[config.mk]
export PLATFORM = sky130hd
export DESIGN_NAME = code_loader
export DESIGN_NICKNAME = d
export VERILOG_FILES = /design/src/rtl/unidec_pkg.sv /design/src/rtl/code_table.sv /design/src/rtl/code_loader.sv
export SDC_FILE = /design/constraint.sdc
export NUM_CORES = 1
export LEC_CHECK = 0
export BUFFER_PORTS_ARGS = -buffer_cell sky130_fd_sc_hd__buf_4
export CELL_PAD_IN_SITES_DETAIL_PLACEMENT = 2
export CELL_PAD_IN_SITES_GLOBAL_PLACEMENT = 2
export CORE_MARGIN = 5
export CORE_UTILIZATION = 44
export DETAILED_ROUTE_END_ITERATION = 12
export PLACE_DENSITY = 0.78
export SYNTH_ARGS = -nofsm -noshare
export SYNTH_HDL_FRONTEND = slang
export SYNTH_SLANG_ARGS = --single-unit
[constraint.sdc]
create_clock -name clk -period 9.2 [get_ports clk]
set_input_delay 1.84 -clock clk [delete_from_list [all_inputs] [get_ports clk]]
set_output_delay 1.84 -clock clk [all_outputs]
set_load 0.1 [all_outputs]
[src/rtl/unidec_pkg.sv]
// rtl/unidec_pkg.sv - shared widths, character codes and FSM states for the code loader
package unidec_pkg;

  localparam int CHAR_W    = 3;
  localparam int WORD_W    = 13;
  localparam int MAX_CHARS = 4;
  localparam int NUM_WORDS = 8;

  localparam logic [CHAR_W-1:0] CH_A = 3'b000;
  localparam logic [CHAR_W-1:0] CH_B = 3'b001;
  localparam logic [CHAR_W-1:0] CH_C = 3'b010;
  localparam logic [CHAR_W-1:0] CH_D = 3'b011;
  localparam logic [CHAR_W-1:0] CH_E = 3'b100;

  // All-zero word has no stop bit, so it can never be a real packed code word
  localparam logic [WORD_W-1:0] INVALID_WORD = '0;

  typedef enum logic [1:0] {
    ST_COLLECT,
    ST_COMMIT,
    ST_FULL,
    ST_ERROR
  } state_t;

endpackage

[src/rtl/code_table.sv]
// rtl/code_table.sv - NUM_WORDS x WORD_W register file holding committed code words
module code_table
  import unidec_pkg::*;
#(
  parameter int NUM_WORDS = 8
) (
  input  logic              clk,
  input  logic              rst,
  input  logic              we_i,
  input  logic [2:0]        waddr_i,
  input  logic [WORD_W-1:0] wdata_i,
  input  logic [2:0]        raddr_i,
  output logic [WORD_W-1:0] rdata_o
);

  logic [WORD_W-1:0] mem_q [NUM_WORDS];

  // Entries return to the trap word on reset and change only on a commit write
  always_ff @(posedge clk or posedge rst) begin
    if (rst) begin
      for (int i = 0; i < NUM_WORDS; i++) begin
        mem_q[i] <= INVALID_WORD;
      end
    end else if (we_i && (int'(waddr_i) < NUM_WORDS)) begin
      mem_q[waddr_i] <= wdata_i;
    end
  end

  // Combinational read: a write in progress shows up only after its edge
  assign rdata_o = (int'(raddr_i) < NUM_WORDS) ? mem_q[raddr_i] : INVALID_WORD;

endmodule

[src/rtl/code_loader.sv]
// rtl/code_loader.sv - packs a character stream into stop-bit code words and loads the code table
module code_loader
  import unidec_pkg::*;
#(
  parameter int NUM_WORDS = 8,
  parameter int MAX_CHARS = 4
) (
  input  logic              clk,
  input  logic              rst,
  input  logic              in_valid,
  output logic              in_ready,
  input  logic [CHAR_W-1:0] in_char,
  input  logic              in_last,
  input  logic              err_clr,
  input  logic [2:0]        rd_sel,
  output logic [WORD_W-1:0] rd_word,
  output logic [3:0]        n_words,
  output logic              full,
  output logic              err
);

  localparam int CW = (MAX_CHARS > 1) ? $clog2(MAX_CHARS) : 1;

  state_t            state_q;
  logic [WORD_W-1:0] word_q;
  logic [CW-1:0]     cnt_q;
  logic [3:0]        n_words_q;
  logic [WORD_W-1:0] commit_q;
  logic              in_ready_q;
  logic              err_q;
  logic              full_q;

  logic [3:0]        shamt_d;
  logic [WORD_W-1:0] word_d;
  logic [WORD_W-1:0] commit_d;
  logic              char_bad_d;
  logic              last_slot_d;
  logic              fills_d;

  // Partial word with the incoming character placed, and its stop-bit-terminated form
  always_comb begin
    shamt_d     = 4'(cnt_q) * 4'd3;
    word_d      = word_q | (WORD_W'(in_char) << shamt_d);
    commit_d    = word_d | (WORD_W'(1) << (shamt_d + 4'd3));
    char_bad_d  = (in_char > CH_E);
    last_slot_d = (cnt_q == CW'(MAX_CHARS - 1));
    fills_d     = ((n_words_q + 4'd1) == 4'(NUM_WORDS));
  end

  // Loader FSM; in_ready/err/full are registered alongside the state
  always_ff @(posedge clk or posedge rst) begin
    if (rst) begin
      state_q    <= ST_COLLECT;
      word_q     <= '0;
      cnt_q      <= '0;
      n_words_q  <= '0;
      commit_q   <= '0;
      in_ready_q <= 1'b1;
      err_q      <= 1'b0;
      full_q     <= 1'b0;
    end else begin
      case (state_q)
        ST_COLLECT: begin
          if (in_valid) begin
            if (char_bad_d || (last_slot_d && !in_last)) begin
              state_q    <= ST_ERROR;
              word_q     <= '0;
              cnt_q      <= '0;
              in_ready_q <= 1'b0;
              err_q      <= 1'b1;
            end else if (in_last) begin
              state_q    <= ST_COMMIT;
              commit_q   <= commit_d;
              word_q     <= '0;
              cnt_q      <= '0;
              in_ready_q <= 1'b0;
            end else begin
              word_q <= word_d;
              cnt_q  <= cnt_q + CW'(1);
            end
          end
        end
        ST_COMMIT: begin
          n_words_q <= n_words_q + 4'd1;
          if (fills_d) begin
            state_q <= ST_FULL;
            full_q  <= 1'b1;
          end else begin
            state_q    <= ST_COLLECT;
            in_ready_q <= 1'b1;
          end
        end
        ST_ERROR: begin
          if (err_clr) begin
            state_q    <= ST_COLLECT;
            in_ready_q <= 1'b1;
            err_q      <= 1'b0;
          end
        end
        default: begin
          state_q <= ST_FULL;
        end
      endcase
    end
  end

  code_table #(
    .NUM_WORDS(NUM_WORDS)
  ) u_table (
    .clk    (clk),
    .rst    (rst),
    .we_i   (state_q == ST_COMMIT),
    .waddr_i(n_words_q[2:0]),
    .wdata_i(commit_q),
    .raddr_i(rd_sel),
    .rdata_o(rd_word)
  );

  assign in_ready = in_ready_q;
  assign n_words  = n_words_q;
  assign full     = full_q;
  assign err      = err_q;

endmodule

==> results of run 1 <==
-- placed cells by master (no fill, tap or decap), types with 2 or more instances in the layout --
master,Yosys,final
a211oi_1,2,2
a21oi_1,23,23
a31oi_1,14,14
buf_4,5,35
bufinv_16,0,3
clkbuf_16,0,17
clkbuf_8,0,3
clkinv_2,0,4
clkinvlp_4,0,3
dfrtp_1,139,139
ha_1,15,15
inv_1,10,9
mux2_2,119,119
mux4_2,26,26
nand2_1,19,19
nand2b_1,2,2
nand3_1,5,5
nand3b_1,2,2
nand4b_1,3,3
nor2_1,23,23
nor3_2,2,2
nor3b_1,2,2
o21ai_0,5,5
xnor2_1,2,2
-- through the flow --
stage	setup WS (ns)	utilization	power [mW]
after global placement	3.93	0.472	2.01
after global routing	3.84	0.515	2.97
after detailed placement	3.91	0.472	2.09
after floorplan	3.61	-	1.81
final	3.93	0.515	2.82
after CTS	3.89	0.515	2.85
-- power by group --
part / internal, mW / switching [mW]
clock network: 0.446 / 0.272
logic: 0.405 / 0.595
registers: 0.861 / 0.244
-- cells by family (layout without fill, tap and decap cells) --
group	count (synthesis)	in the layout	share of synthesized area
AOI/OAI and AO/OA	51	51	0.0484
xor gates and xnor gates	3	3	0.00406
adders and majority gates	15	15	0.0290
buffers and inverters	35	77	0.0259
DFF	140	140	0.542
muxes	145	145	0.298
and+or+nand+nor	67	67	0.0528
-- flip-flops by register name, summed over array words and instances, names as in the netlist --
name,count
cnt_q,2
commit_q,13
n_words,4
u_table.mem_q,104
full,1
word_q,12
state_q,2
err,1
in_ready,1
-- metal layers --
metal	up-vias	track usage
met2	51	0.370
met4	0	0.0739
met5	-	0
met1	2098	0.271
li1	1731	-
met3	22	0.0436
-- critical path, cell delays in order --
cell	delay, ns
buf_4	0.44
mux4_2	0.58
mux2_2	0.30
buf_4	0.24
-- final cells by class --
| type | count | area, um^2 | share of cell area |
|---|---|---|---|
| Inverter | 10 | 42.5 | 0.00571 |
| Clock buffer | 21 | 470 | 0.0631 |
| Multi-Input combinational cell | 281 | 2800 | 0.376 |
| Sequential cell | 140 | 3500 | 0.470 |
| Timing Repair Buffer | 35 | 263 | 0.0353 |
| Clock inverter | 11 | 141 | 0.0190 |
| Tap cell | 184 | 230 | 0.0309 |
-- path summary, 6_finish.rpt --
kind                       slack, ns  depth (start not counted)           endpoint
max                             3.93                          4         rd_word[4]
min                             0.48                          1               full
max reg2reg                     6.38                          4  u_table.mem_q[34]
min reg2reg                     0.48                          1               full
max in group asynchronous       6.36                          3  u_table.mem_q[61]
min in group asynchronous       1.57                          2  u_table.mem_q[46]
==> impl_results.md, run 1 <==
* Status: complete, no violations
* Post-Syn Area per Cell at 14.2 um^2
* Least-Margin Pin Slew at 1.25 ns
* Max_slew headroom at 0.160
* Worst Clk Skew at 0.00768 ns
* P per Cell Area at 379 nW/um^2
* Met1 wire length at 7410 um
* Hold path start: full
* Tot GR Track Use at 0.215
* Ant diodes at 0
* Die H at 131 um
* Design Area, Final at 7450 um^2
* Vias per cell at 5.72
* Core Region at 14500 um^2
* DRT Pass-1 Iters at 4
* CP endpoint kind: output pin
* Die area at 17200 um^2
* Number of vias in the routed layout at 3902
* Maximum fanout along the worst path at 26
* Critical Path Start Type: input port
* Maximum vdd drop at 0.160 mV
* Cts hold-fix bufs at 0
* Seq cells post-synth at 140
* Drt drc at 0
* Cell total after placement at 650
* Worst hold path type: reg2reg
* Post-DP Area at 6840 um^2
* Clock tree buffer depth at 2
* Final Cycle Share at 0.573
* Count leader, synth: dfrtp_1
* Worst hold margin at 0.476 ns
* Wirelength per Cell at 25.2 um
* Syn_nets at 482
* Layout Nets at 511
* Setup CP Type: in2out
* Synth area leaders: dfrtp_1 (54%), mux2_2 (21%), mux4_2 (9.1%)
* Ys flop type: dfrtp_1
* DR iter-0 viols at 158
* Setup violators final at 0
* Leak Pwr at 3.37 nW
* Gr ovfl total at 0
* Initial antenna violation count at 0
* Crit path DAT at 3.43 ns
* Vias in the first global route at 4815
* Syn Std Cell Area at 6470 um^2
* Boundary pin count at 31
* Setup Buffers After CTS at 0
* Met2 wire length at 9100 um
* CTS tree: done
* H-tree levels at 4
* Num CTS Buffers at 17
* Maxcap violations at 0
* Clock insertion delay at the later pin of the skew report at 0.44 ns
* Ys async rst share at 1.00
* DP HPWL at 10300 um
* Worst Path Required at 7.36 ns
* Max Used Layer: met4
* Share of layout cells above drive strength 1 at 0.446
* PortBufs at 30
* Fill count at 1352
* CTS resizes at 0
* TNS Setup at 0 ns
* Worst r2r src: state_q[1]
* Clock slew at reported path FFs at 0.06 ns
* Synth top cells by count: dfrtp_1 (139), mux2_2 (119), mux4_2 (26)
* RSZ-0062 raised after global routing: no
* Number of enable flip-flop cells after synthesis at 0
* Final Max Tran Viols at 0
* Clock root cell: clkbuf_16
* Synth cell types at 40
* CTS Sinks at 140
* Cells after synthesis at 456
* WL final at 17200 um
* GP Congestion at 0.731
* Non-filler instance count after layout at 682
* Post-route antenna net violation count at 0
* Die W at 131 um
* Post-synth top area share at 0.538
* Initial Util at 0.447
* Fin crit period at 5.27 ns
* Largest net degree at the start of global routing at 87
* Met3 WL post-DR at 404 um
* YS warnings at 0
* Fin. Hold Viols at 0
* Row cnt at 44
* Register area share after synthesis at 0.542
* Post-synth top area cell: dfrtp_1
* Fmax at 190 MHz
* P&R area growth vs syn at 15.2%
* First-pass GRT wire length at 28600 um
* Worst setup path startpoint: rd_sel[0]
Note: power is estimated with default switching activity, not from simulation.
==> inputs of run 2 (changes only) <==
- clock period: 9.2 -> 5.1 ns (I/O delays scaled with it)
==> run 2 against run 1 <==
Net effect: die area unchanged; cell count unchanged; wire length down 0.75%; largest cell class unchanged; critical endpoint unchanged; register-to-register slack worse by 3.9 ns; power grew 83%; non-clock buffer count stayed put.
==> impl_results.md, run 2 (synthesis gave the netlist of run 1 again) <==
* NetSw at 1.99 mW (+80%)
* Row cnt at 44 (unchanged)
* Number of flip-flops under the largest register name at 104 (unchanged)
* Register ranked first by flip-flop count: u_table.mem_q
* Wirelength per Cell at 25.0 um (-0.75%)
* TNS Setup at 0 ns (unchanged)
* Setup CP Type: in2out
* Leak Pwr at 3.38 nW (+0.31%)
* Vias in the first global route at 4726 (-1.8%)
* P per Cell Area at 690 nW/um^2 (+82%)
* Maximum fanout along the worst path at 26 (unchanged)
* Combinational share of power at 0.347 (-0.007)
* Clock insertion delay at the later pin of the skew report at 0.44 ns (about the same)
* DR iter-0 viols at 162 (+2.5%)
* Initial antenna violation count at 0 (unchanged)
* Setup violators final at 0 (unchanged)
* Fin crit period at 3.64 ns
* GP Congestion at 0.715 (-2.2%)
* Status: complete, no violations
* Vias per cell at 5.80 (+1.3%)
* Critical Path Start Type: input port
* Most frequent cells in the layout: dfrtp_1 (139), mux2_2 (119), buf_4 (35), mux4_2 (26)
* Die W at 131 um (unchanged)
* P&R area growth vs syn at 15.8%
* Worst Clk Skew at 0.00641 ns (-0.00127 ns)
* Gr ovfl total at 0 (unchanged)
* Largest net degree at the start of global routing at 113 (+30%)
* Tot GR Track Use at 0.208 (-0.00689)
* Drt drc at 0 (unchanged)
* Share of layout cells above drive strength 1 at 0.444 (-0.00201)
* Clock power share at 0.266 (+0.012)
* Design Area, Final at 7490 um^2 (+0.52%)
* Boundary pin count at 31 (unchanged)
* Clock tree buffer depth at 2 (unchanged)
* CTS Sinks at 140 (unchanged)
* DRT Pass-1 Iters at 6 (+2)
* PortBufs at 30 (unchanged)
* Switching part of the total at 0.386 (-0.00748)
* CP Cell Sequence: buf_4, mux4_2, mux2_2, buf_4
* Initial Util at 0.447 (unchanged)
* Int Pwr at 3.17 mW (+85%)
* First-pass GRT wire length at 27400 um (-3.9%)
* Post-route antenna net violation count at 0 (unchanged)
* Maxcap violations at 0 (unchanged)
* Worst Path Required at 4.08 ns (-3.28 ns)
* Cts hold-fix bufs at 0 (unchanged)
* Number of vias in the routed layout at 3953 (+1.3%)
* Most numerous cell on the critical path: buf_4
* Post-DP Area at 6840 um^2 (unchanged)
* WL final at 17100 um (-0.75%)
* Slowest cell on the critical path: mux4_2
* CTS tree: done
* Final Cycle Share at 0.714
* Max_slew headroom at 0.266 (+0.106)
* Fmax at 275 MHz
* Fin. Hold Viols at 0 (unchanged)
* CP endpoint kind: output pin
* Maximum vdd drop at 0.281 mV (+76%)
* Top Registers: u_table.mem_q: 104 flops, commit_q: 13 flops, word_q: 12 flops
* RSZ-0062 raised after global routing: no
* Clock root cell: clkbuf_16
* Sequential share of power at 0.387 (-0.005)
* Crit path DAT at 2.62 ns (-0.81 ns)
* Least-Margin Pin Slew at 1.10 ns (-0.158 ns)
* Die area at 17200 um^2 (unchanged)
* Worst reg2reg setup slack at 2.44 ns (-3.94 ns)
* Ant diodes at 0 (unchanged)
* Max incr delay on CP at 0.59 ns (about the same)
* Clock slew at reported path FFs at 0.06 ns (about the same)
* Layout Nets at 511 (unchanged)
* Setup Buffers After CTS at 0 (unchanged)
* Most common cell after layout, fill and taps aside: dfrtp_1
* Final Max Tran Viols at 0 (unchanged)
* Die H at 131 um (unchanged)
* Worst hold path type: reg2reg
* Num CTS Buffers at 17 (unchanged)
* DP HPWL at 9960 um (-3.4%)
* H-tree levels at 4 (unchanged)
* CTS resizes at 0 (unchanged)
* Core Region at 14500 um^2 (unchanged)
run 2: cell count changes in the layout (fill, tap and decap cells not counted):
cell        before  now
clkinv_4         1    0
clkbuf_1         1    2
clkbuf_8         3    2
clkinvlp_4       3    4
clkinv_2         4    2
bufinv_16        3    5
run 2: power groups by stage:
| stage | Clock (mW) | Sequential (mW) | Combinational [mW] |
|---|---|---|---|
| 2_1_floorplan | 0 | 1.95 | 1.31 |
| 3_3_place_gp | 0 | 1.92 | 1.70 |
| 3_5_place_dp | 0 | 1.99 | 1.78 |
| 4_1_cts | 1.40 | 2.00 | 1.82 |
| 5_1_grt | 1.46 | 2.05 | 1.91 |
| 6_report | 1.37 | 2.00 | 1.79 |
run 2: worst max-delay path, delay by kind of cell:
kind                   cells  cell delay, ns
muxes                      2            0.89
buffers and inverters      2            0.69
run 2: stage by stage:
stage	util	hold WS, ns	setup slack, ns	cells	power (mW)
floorplan	-	0.439	0.329	456	3.26
global placement	0.472	0.453	1.47	650	3.62
detailed placement	0.472	0.465	1.45	650	3.76
CTS	0.517	0.479	1.41	682	5.23
global route	0.517	0.492	1.38	682	5.42
finish	0.517	0.475	1.46	682	5.17
run 2: worst paths after layout:
| path | from | endpoint | cells past startpoint |
|---|---|---|---|
| setup / recovery | rd_sel[0] | rd_word[4] | 4 |
| hold / removal | full | full | 1 |
| setup reg to reg | state_q[1] | u_table.mem_q[41] | 5 |
| hold reg to reg | full | full | 1 |
| max in group asynchronous | rst | u_table.mem_q[2] | 3 |
| min in group asynchronous | rst | u_table.mem_q[98] | 2 |
run 2: layout make-up:
cell class	count	area [um^2]
clock inverter	11	190
inverter	10	42.5
multi-input combinational	281	2800
fill	1335	6990
clock buffer	21	460
timing repair buffer	35	263
tap	184	230
sequential	140	3500
run 2: routing by layer:
layer / part of all wire / global-route usage
met5: 0 / 0
met4: 0.023 / 0.0762
met3: 0.033 / 0.0562
met2: 0.54 / 0.363
met1: 0.41 / 0.246
